===== src/rtl/riscv_pkg.sv =====
// Shared RV32 decode definitions: opcodes, control encodings, the ID/EX control bundle and stage FSM states.
// Pure declarations, no timing or handshake.
package riscv_pkg;

  localparam logic [6:0] OP_LOAD   = 7'b0000011;
  localparam logic [6:0] OP_STORE  = 7'b0100011;
  localparam logic [6:0] OP_BRANCH = 7'b1100011;
  localparam logic [6:0] OP_JALR   = 7'b1100111;
  localparam logic [6:0] OP_JAL    = 7'b1101111;
  localparam logic [6:0] OP_R_TYPE = 7'b0110011;
  localparam logic [6:0] OP_I_TYPE = 7'b0010011;
  localparam logic [6:0] OP_LUI    = 7'b0110111;
  localparam logic [6:0] OP_AUIPC  = 7'b0010111;

  localparam logic [1:0] RES_ALU = 2'b00;
  localparam logic [1:0] RES_MEM = 2'b01;
  localparam logic [1:0] RES_PC4 = 2'b10;

  localparam logic [2:0] IMM_I = 3'b000;
  localparam logic [2:0] IMM_S = 3'b001;
  localparam logic [2:0] IMM_B = 3'b010;
  localparam logic [2:0] IMM_J = 3'b011;
  localparam logic [2:0] IMM_U = 3'b100;

  localparam logic [1:0] ALUOP_LDST = 2'b00;
  localparam logic [1:0] ALUOP_BR   = 2'b01;
  localparam logic [1:0] ALUOP_RI   = 2'b10;

  localparam logic [1:0] SRCA_RS1  = 2'b00;
  localparam logic [1:0] SRCA_PC   = 2'b01;
  localparam logic [1:0] SRCA_ZERO = 2'b10;

  typedef struct packed {
    logic       reg_write;
    logic       mem_write;
    logic       branch;
    logic       jump;
    logic       alu_src;
    logic [1:0] result_src;
    logic [2:0] imm_src;
    logic [1:0] alu_op;
    logic [1:0] alu_src_a;
    logic       mul_div;
    logic       illegal;
    logic [2:0] funct3;
    logic       funct7b5;
    logic [4:0] rd;
    logic [4:0] rs1;
    logic [4:0] rs2;
  } ctrl_bundle_t;

  typedef enum logic {RUN = 1'b0, HALT = 1'b1} stage_state_e;

endpackage


===== src/rtl/instr_decode_comb.sv =====
// Combinational RV32I(+M) decoder: instruction word to control bundle with illegal flag. Zero latency.
// No handshake; illegal encodings have all architectural side-effect controls forced off.
import riscv_pkg::*;

module instr_decode_comb #(
  parameter int unsigned EN_MEXT = 0
) (
  input  logic [31:0]  i_instr,
  output ctrl_bundle_t o_ctrl
);

  logic [6:0] opcode;
  logic [2:0] f3;
  logic [6:0] f7;
  logic       legal;

  assign opcode = i_instr[6:0];
  assign f3     = i_instr[14:12];
  assign f7     = i_instr[31:25];

  always_comb begin
    o_ctrl          = '0;
    legal           = 1'b0;
    o_ctrl.funct3   = f3;
    o_ctrl.funct7b5 = i_instr[30];
    o_ctrl.rd       = i_instr[11:7];
    o_ctrl.rs1      = i_instr[19:15];
    o_ctrl.rs2      = i_instr[24:20];

    case (opcode)
      OP_LOAD: begin
        o_ctrl.reg_write  = 1'b1;
        o_ctrl.alu_src    = 1'b1;
        o_ctrl.result_src = RES_MEM;
        o_ctrl.imm_src    = IMM_I;
        o_ctrl.alu_op     = ALUOP_LDST;
        legal = f3 inside {3'b000, 3'b001, 3'b010, 3'b100, 3'b101};
      end
      OP_STORE: begin
        o_ctrl.mem_write = 1'b1;
        o_ctrl.alu_src   = 1'b1;
        o_ctrl.imm_src   = IMM_S;
        o_ctrl.alu_op    = ALUOP_LDST;
        legal = f3 inside {3'b000, 3'b001, 3'b010};
      end
      OP_BRANCH: begin
        o_ctrl.branch  = 1'b1;
        o_ctrl.imm_src = IMM_B;
        o_ctrl.alu_op  = ALUOP_BR;
        legal = !(f3 inside {3'b010, 3'b011});
      end
      OP_JALR: begin
        o_ctrl.reg_write  = 1'b1;
        o_ctrl.jump       = 1'b1;
        o_ctrl.alu_src    = 1'b1;
        o_ctrl.result_src = RES_PC4;
        o_ctrl.imm_src    = IMM_I;
        legal = (f3 == 3'b000);
      end
      OP_JAL: begin
        o_ctrl.reg_write  = 1'b1;
        o_ctrl.jump       = 1'b1;
        o_ctrl.result_src = RES_PC4;
        o_ctrl.imm_src    = IMM_J;
        legal = 1'b1;
      end
      OP_R_TYPE: begin
        o_ctrl.reg_write = 1'b1;
        o_ctrl.alu_op    = ALUOP_RI;
        case (f7)
          7'b0000000: legal = 1'b1;
          7'b0100000: legal = f3 inside {3'b000, 3'b101};
          7'b0000001: begin
            legal          = (EN_MEXT != 0);
            o_ctrl.mul_div = 1'b1;
          end
          default:    legal = 1'b0;
        endcase
      end
      OP_I_TYPE: begin
        o_ctrl.reg_write = 1'b1;
        o_ctrl.alu_src   = 1'b1;
        o_ctrl.imm_src   = IMM_I;
        o_ctrl.alu_op    = ALUOP_RI;
        // Shift-immediates reuse funct7 as the upper shamt field, which must be clean on RV32.
        if (f3 == 3'b001)      legal = (f7 == 7'b0000000);
        else if (f3 == 3'b101) legal = (f7 == 7'b0000000) || (f7 == 7'b0100000);
        else                   legal = 1'b1;
      end
      OP_LUI: begin
        o_ctrl.reg_write = 1'b1;
        o_ctrl.alu_src   = 1'b1;
        o_ctrl.imm_src   = IMM_U;
        o_ctrl.alu_src_a = SRCA_ZERO;
        legal = 1'b1;
      end
      OP_AUIPC: begin
        o_ctrl.reg_write = 1'b1;
        o_ctrl.alu_src   = 1'b1;
        o_ctrl.imm_src   = IMM_U;
        o_ctrl.alu_src_a = SRCA_PC;
        legal = 1'b1;
      end
      default: legal = 1'b0;
    endcase

    if (!legal) begin
      o_ctrl.reg_write = 1'b0;
      o_ctrl.mem_write = 1'b0;
      o_ctrl.branch    = 1'b0;
      o_ctrl.jump      = 1'b0;
      o_ctrl.mul_div   = 1'b0;
    end
    o_ctrl.illegal = !legal;
  end

endmodule


===== src/rtl/decode_ctrl_stage.sv =====
// Decode stage: registers the decoded control bundle into ID/EX with 1-cycle latency.
// Valid/ready: holds the bundle while execute stalls; flush squashes it and clears a halt-on-illegal stop.
import riscv_pkg::*;

module decode_ctrl_stage #(
  parameter int unsigned XLEN            = 32,
  parameter int unsigned EN_MEXT         = 0,
  parameter int unsigned HALT_ON_ILLEGAL = 1,
  parameter int unsigned CNT_W           = 8
) (
  input  logic             i_clk,
  input  logic             i_rst_n,
  input  logic             i_valid,
  output logic             o_ready,
  input  logic [31:0]      i_instr,
  input  logic [XLEN-1:0]  i_pc,
  input  logic             i_ready,
  input  logic             i_flush,
  output logic             o_valid,
  output logic             o_RegWrite,
  output logic             o_MemWrite,
  output logic             o_Branch,
  output logic             o_Jump,
  output logic             o_ALUSrc,
  output logic [1:0]       o_ResultSrc,
  output logic [2:0]       o_ImmSrc,
  output logic [1:0]       o_ALUOp,
  output logic [1:0]       o_ALUSrcA,
  output logic             o_MulDiv,
  output logic [2:0]       o_funct3,
  output logic             o_funct7b5,
  output logic [4:0]       o_rd,
  output logic [4:0]       o_rs1,
  output logic [4:0]       o_rs2,
  output logic [XLEN-1:0]  o_pc,
  output logic             o_illegal,
  output logic             o_halted,
  output logic [CNT_W-1:0] o_illegal_cnt
);

  ctrl_bundle_t     dec_ctrl;
  ctrl_bundle_t     bundle_d, bundle_q;
  logic [XLEN-1:0]  pc_d, pc_q;
  logic             valid_d, valid_q;
  logic [CNT_W-1:0] cnt_d, cnt_q;
  stage_state_e     state_d, state_q;
  logic             accept;

  instr_decode_comb #(.EN_MEXT(EN_MEXT)) u_dec (
    .i_instr (i_instr),
    .o_ctrl  (dec_ctrl)
  );

  assign o_ready = (state_q == RUN) && (!valid_q || i_ready);
  assign accept  = i_valid && o_ready;

  always_comb begin
    bundle_d = bundle_q;
    pc_d     = pc_q;
    valid_d  = valid_q;
    cnt_d    = cnt_q;
    state_d  = state_q;

    if (i_flush) begin
      valid_d  = 1'b0;
      bundle_d = '0;
      state_d  = RUN;
    end else if (accept) begin
      valid_d  = 1'b1;
      bundle_d = dec_ctrl;
      pc_d     = i_pc;
      // Writes to x0 are architecturally discarded; drop them here so execute never sees one.
      if (dec_ctrl.rd == 5'd0) bundle_d.reg_write = 1'b0;
      if (dec_ctrl.illegal) begin
        if (cnt_q != {CNT_W{1'b1}}) cnt_d = cnt_q + 1'b1;
        if (HALT_ON_ILLEGAL != 0) state_d = HALT;
      end
    end else if (valid_q && i_ready) begin
      valid_d = 1'b0;
    end
  end

  always_ff @(posedge i_clk or negedge i_rst_n) begin
    if (!i_rst_n) begin
      bundle_q <= '0;
      pc_q     <= '0;
      valid_q  <= 1'b0;
      cnt_q    <= '0;
      state_q  <= RUN;
    end else begin
      bundle_q <= bundle_d;
      pc_q     <= pc_d;
      valid_q  <= valid_d;
      cnt_q    <= cnt_d;
      state_q  <= state_d;
    end
  end

  assign o_valid       = valid_q;
  assign o_RegWrite    = bundle_q.reg_write;
  assign o_MemWrite    = bundle_q.mem_write;
  assign o_Branch      = bundle_q.branch;
  assign o_Jump        = bundle_q.jump;
  assign o_ALUSrc      = bundle_q.alu_src;
  assign o_ResultSrc   = bundle_q.result_src;
  assign o_ImmSrc      = bundle_q.imm_src;
  assign o_ALUOp       = bundle_q.alu_op;
  assign o_ALUSrcA     = bundle_q.alu_src_a;
  assign o_MulDiv      = bundle_q.mul_div;
  assign o_funct3      = bundle_q.funct3;
  assign o_funct7b5    = bundle_q.funct7b5;
  assign o_rd          = bundle_q.rd;
  assign o_rs1         = bundle_q.rs1;
  assign o_rs2         = bundle_q.rs2;
  assign o_pc          = pc_q;
  assign o_illegal     = bundle_q.illegal;
  assign o_halted      = (state_q == HALT);
  assign o_illegal_cnt = cnt_q;

endmodule


===== config.mk =====
export PLATFORM = sky130hd
export DESIGN_NAME = decode_ctrl_stage
export DESIGN_NICKNAME = d
export VERILOG_FILES = /design/src/rtl/riscv_pkg.sv /design/src/rtl/instr_decode_comb.sv /design/src/rtl/decode_ctrl_stage.sv
export SDC_FILE = /design/constraint.sdc
export NUM_CORES = 1
export LEC_CHECK = 0
export ABC_CLOCK_PERIOD_IN_PS = 1600
export BUFFER_PORTS_ARGS = -buffer_cell sky130_fd_sc_hd__buf_4
export CORE_MARGIN = 8
export CORE_UTILIZATION = 43
export DETAILED_ROUTE_END_ITERATION = 12
export PLACE_DENSITY = 0.79
export REMOVE_ABC_BUFFERS = 1
export SYNTH_ARGS = -nofsm -noshare
export SYNTH_HDL_FRONTEND = slang
export SYNTH_SLANG_ARGS = --single-unit

===== constraint.sdc =====
create_clock -name i_clk -period 1.6 [get_ports i_clk]
set_input_delay 0.08 -clock i_clk [delete_from_list [all_inputs] [get_ports i_clk]]
set_output_delay 0.08 -clock i_clk [all_outputs]
set_load 0.01 [all_outputs]

* Yosys cells after proc, flatten, opt, wreduce, memory -nomap -nowiden
Index checks and enable logic that the tools add are counted.
** Storage, ports and cells
- Output and inout port bits :: 78
- Flip-flop bits (word level) :: 77
- Word-level logic and storage cells :: 94
** Cells by class
- Bitwise operators :: 3
- Add/subtract/negate cells :: 1
- Mux-type cells :: 26
- Equality and inequality tests :: 18
- Reduce and logical (&&, ||, !) cells :: 26
** Operators by type and width (number)
- $mux W35 :: 2
- $eq A7 B6 Y1 const B :: 4
- $eq A7 B7 Y1 const B :: 3
- $mux W1 :: 17
- $eq A7 B5 Y1 const B :: 2
- $pmux W2 S2 :: 3
- $pmux W3 S4 :: 1
- $add A8 B1 Y8 const B :: 1
- $ne A8 B8 Y1 const B :: 1
- $eq A7 B1 Y1 const B :: 1
- $eq A7 B2 Y1 const B :: 1
- $logic_not A7 Y1 :: 1
- $pmux W1 S7 :: 1
- $reduce_or A7 Y1 :: 1
- $eq A3 B2 Y1 const B :: 2
- $eq A3 B3 Y1 const B :: 2
- $reduce_bool A2 Y1 :: 3
- $reduce_bool A3 Y1 :: 2
- $reduce_or A2 Y1 :: 3
- $reduce_or A6 Y1 :: 1
- $logic_not A5 Y1 :: 1
- $reduce_bool A5 Y1 :: 1
- $mux W4 :: 1
- $reduce_and A2 Y1 :: 2
- other kinds (10) :: 17

* Depth between registers and ports, before layout
- Depth after elaboration :: 9
- Gate-level depth with buffers :: 8

* By module
Synthesis repeated with hierarchy kept, for this count alone.
** Second synthesis, totals
- Cells, all modules :: 265
- Area total of the unflattened synthesis :: 3494.6 um2
** By module, submodules not included
- decode_ctrl_stage :: times used 1, cells an instance 195, area each 2995.4 um2, seq. area each 1926.8 um2
- instr_decode_comb :: times used 1, cells an instance 70, area each 499.2 um2, seq. area each 0.0 um2

* Worst setup path after synthesis
OpenSTA, ideal clock, no wires.
- Path kind :: reg-to-reg
- From :: register state_q (netlist: o_halted)
- To :: register pc_q[10] (netlist: o_pc[10])
- Buffers on the path :: 1
- Arrival :: 1.575 ns
- Clock period less this slack :: 1.700 ns
- Setup time :: 0.125 ns
- Data required time :: 1.475 ns
- Cell stages (with the launch flop) :: 6
- Path slack :: -0.100 ns
- Cell sequence :: dfrtp_1 nor2b_1 nand2_1 nor2_2 buf_2 mux2_2
** Between the ends
- Cells in the longest elaborated chain, start to end :: 4
** Ends and longest elaborated chain
- start: declaration :: RTL line decode_ctrl_stage.sv:46 : stage_state_e state_d, state_q;
- start signal: assignment :: RTL line decode_ctrl_stage.sv:95 : state_q <= state_d;
- $not A1 Y1 :: RTL line decode_ctrl_stage.sv:54 : assign o_ready = (state_q == RUN) && (!valid_q || i_ready);
- $logic_and A1 B1 Y1 :: RTL line decode_ctrl_stage.sv:54
- $logic_and A1 B1 Y1 :: RTL line decode_ctrl_stage.sv:55 : assign accept = i_valid && o_ready;
- $reduce_and A2 Y1 (no source line)
- end signal: assignment :: RTL line decode_ctrl_stage.sv:92 : pc_q <= pc_d;
- end: declaration :: RTL line decode_ctrl_stage.sv:43 : logic [XLEN-1:0] pc_d, pc_q;
No other way between the ends.
A chain may end at the register's enable or synchronous reset.

* Worst setup path in the final report
- From :: register state_q (netlist: o_halted)
- To :: register pc_q[26] (netlist: o_pc[26])
Same word-level chain as after synthesis.

==> flow_metrics.env <==
export IMPL_finalCritPeriodShare=0.943
export IMPL_clock_fmax_ghz=0.663
export IMPL_min_path_type="primary input to flop"
export IMPL_track_usage=0.189
export IMPL_slew_violations=0
export IMPL_die_width_um=104
export IMPL_synth_cells=293
export IMPL_synth_edf_count=0
export IMPL_vdd_drop_max_mv=0.704
export IMPL_max_slew_margin=0.686
export IMPL_cts_buffers_inserted=9
export IMPL_post_cts_buffers=0
export IMPL_cts_root_buf="clkbuf_8"
export IMPL_worst_setup_path_type="flop to flop"
export IMPL_cts_max_level=3
export IMPL_startpoint_type="flop"
export IMPL_synth_distinct_cells=45
export IMPL_ys_seq_elements=77
export IMPL_nets=579
export IMPL_avgSynthCellArea_um2=11.3
export IMPL_grt_pass1_wl_um=16800
export IMPL_cts_sinks=77
export IMPL_clockBufferDepth=2
export IMPL_route_detailed_drc=0
export IMPL_via_per_inst=5.01
export IMPL_fp_row_count=32
export IMPL_synth_ff_type="dfrtp_1"
export IMPL_fin_util=0.713
export IMPL_synth_cell_area_um2=3320
export IMPL_seqPwrFrac=0.435
export IMPL_power_share_clock=0.271
export IMPL_switching_share=0.288
export IMPL_status="finished clean"
export IMPL_gp_congestion=0.868
export IMPL_switching_power_mw=1.59
export IMPL_cts_reportedPaths_clkPinSlew_ns=0.08
export IMPL_tritoncts="yes"
export IMPL_ant_nets=0
export IMPL_wl_um=10300
export IMPL_drtPass1Iterations=4
export IMPL_grt_remaining_overflow=0
export IMPL_synth_warnings=0
export IMPL_p_leak_nw=2.59
export IMPL_first_iter_violations=88
export IMPL_syn_to_final_growth_pct=63.3
export IMPL_hold_slack_ns=0.0426
export IMPL_finalSetupTns_ns=0
export IMPL_n_antenna_cell=0
export IMPL_portBuffers=146
export IMPL_finalInstanceArea_um2=5420
export IMPL_cap_violations=0
export IMPL_power_density_nw_per_um2=1010
export IMPL_combPwrFrac=0.294
export IMPL_coreArea_um2=7610
export IMPL_place_area_um2=4710
export IMPL_drive_gt1_frac=0.453
export IMPL_place_ws_ns=-0.0571
export IMPL_whs_path_depth=2
export IMPL_dr_total_vias=3087
export IMPL_clk_latency_ns=0.35
export IMPL_die_area_um2=10800
export IMPL_fp_dieH_um=104
export IMPL_fin_cells=616
export IMPL_hold_violations=0
export IMPL_setup_viol=0
export IMPL_p_total_mw=5.50
export IMPL_grt_pass1_vias=3268
export IMPL_ys_seq_area_frac=0.580
export IMPL_dp_cells=550
export IMPL_antenna_found_initial=0
export IMPL_grt_max_degree=37
export IMPL_crit_arrival_ns=1.74
export IMPL_cp_end_kind="flop"
export IMPL_period_needed_ns=1.51
export IMPL_hpwl_um=7000
export IMPL_path_max_fanout=30
export IMPL_synthArstFlopShare=1.00
export IMPL_num_io_pins=147
export IMPL_intPower_mw=3.91
export IMPL_initial_core_util=0.437
export IMPL_worstMarginPinSlew_ns=0.471
export IMPL_finClkSkew_ns=0.0112
export IMPL_ff2ff_path_depth=5
export IMPL_wl_per_cell_um=16.7
export IMPL_required_ns=1.83
export IMPL_setup_ws_ns=0.0909
[critical path, stage by stage, from the launching register on]
cell and delay (ns):
dfrtp_1 0.41, nor2b_2 0.14, nand2_2 0.12, nor2_4 0.15, buf_12 0.21, mux2_2 0.36
[cell usage after synthesis (3+ instances only)]
cell type	instances	share of area
and3_1	3	0.0057
dfrtp_1	77	0.58
nand4_1	3	0.0057
o21ai_0	3	0.0045
mux2_2	34	0.12
nor3_1	3	0.0045
a21oi_1	28	0.042
nand3_1	7	0.011
and2_1	4	0.0075
xnor2_1	5	0.013
nand2_1	53	0.060
clkbuf_1	8	0.0090
nor4_1	3	0.0057
buf_2	4	0.0060
nand2b_1	4	0.0075
nor2_1	14	0.016
a2bb2oi_1	3	0.0079
[cell usage in the layout, fill, tap and decap left out, types with 5 or more instances in the layout]
| cell | instances |
|---|---|
| nand2_1 | 52 |
| nand3_1 | 7 |
| nor2_1 | 14 |
| clkbuf_8 | 10 |
| buf_4 | 167 |
| dfrtp_1 | 77 |
| mux2_2 | 34 |
| dlygate4sd3_1 | 50 |
| a21oi_1 | 28 |
| xnor2_1 | 5 |
[logic make-up (layout without fill, tap and decap cells)]
logic type / count (synthesis) / count (layout) / share of synthesized area
compound gates: 47 / 47 / 0.0851
xor+xnor: 5 / 5 / 0.0132
fa+ha+maj: 1 / 1 / 0.00377
buf+inv: 18 / 239 / 0.0264
flops: 77 / 77 / 0.580
mux: 35 / 35 / 0.120
simple gates: 110 / 110 / 0.172
[registers in the layout, summed over array words and instances, names as in the netlist, 2 cells and up]
name	cells
o_ResultSrc	2
o_ALUOp	2
o_ALUSrcA	2
o_funct3	3
o_rd	5
o_ImmSrc	3
o_rs2	5
o_illegal_cnt	8
o_pc	32
o_rs1	5
[routing by layer]
metal	up-vias	track usage	routed length (µm)
li1	1449	-	-
met1	1529	0.220	4060
met2	93	0.333	5520
met3	16	0.0341	465
met4	0	0.0817	231
met5	-	0	0
[final timing paths]
check,from,to,slack (ns)
setup / recovery,o_halted,o_pc[26],0.09
hold / removal,i_instr[5],o_ALUSrcA[1],0.04
setup reg to reg,o_halted,o_pc[26],0.09
hold reg to reg,o_ImmSrc[2],o_ImmSrc[2],0.49
max in group asynchronous,i_rst_n,o_pc[9],0.82
min in group asynchronous,i_rst_n,o_ALUSrcA[1],0.23
[what timing repair did]
item / 4_1_cts / 5_1_grt
setup endpoints to repair: 1 / 40
resized for setup: 1 / 4
endpoints found under the hold margin: 85 / 0
hold buffers: 50 / 0
[final cells by class]
cell class	count	area, µm²
Inverter	2	7.51
Clock buffer	11	141
Timing Repair Buffer	221	1830
Sequential cell	77	1930
Clock inverter	5	60.1
Fill cell	552	2180
Multi-Input combinational cell	198	1330
Tap cell	102	128
[power groups by stage]
stage	Sequential, mW	Combinational [mW]	Clock (mW)
3_3_place_gp	2.40	1.48	0
5_1_grt	2.43	1.73	1.60
4_1_cts	2.39	1.61	1.54
6_report	2.39	1.62	1.49
3_5_place_dp	2.43	1.51	0
2_1_floorplan	2.58	0.421	0
No activity file was read; power rests on OpenSTA's default activity.
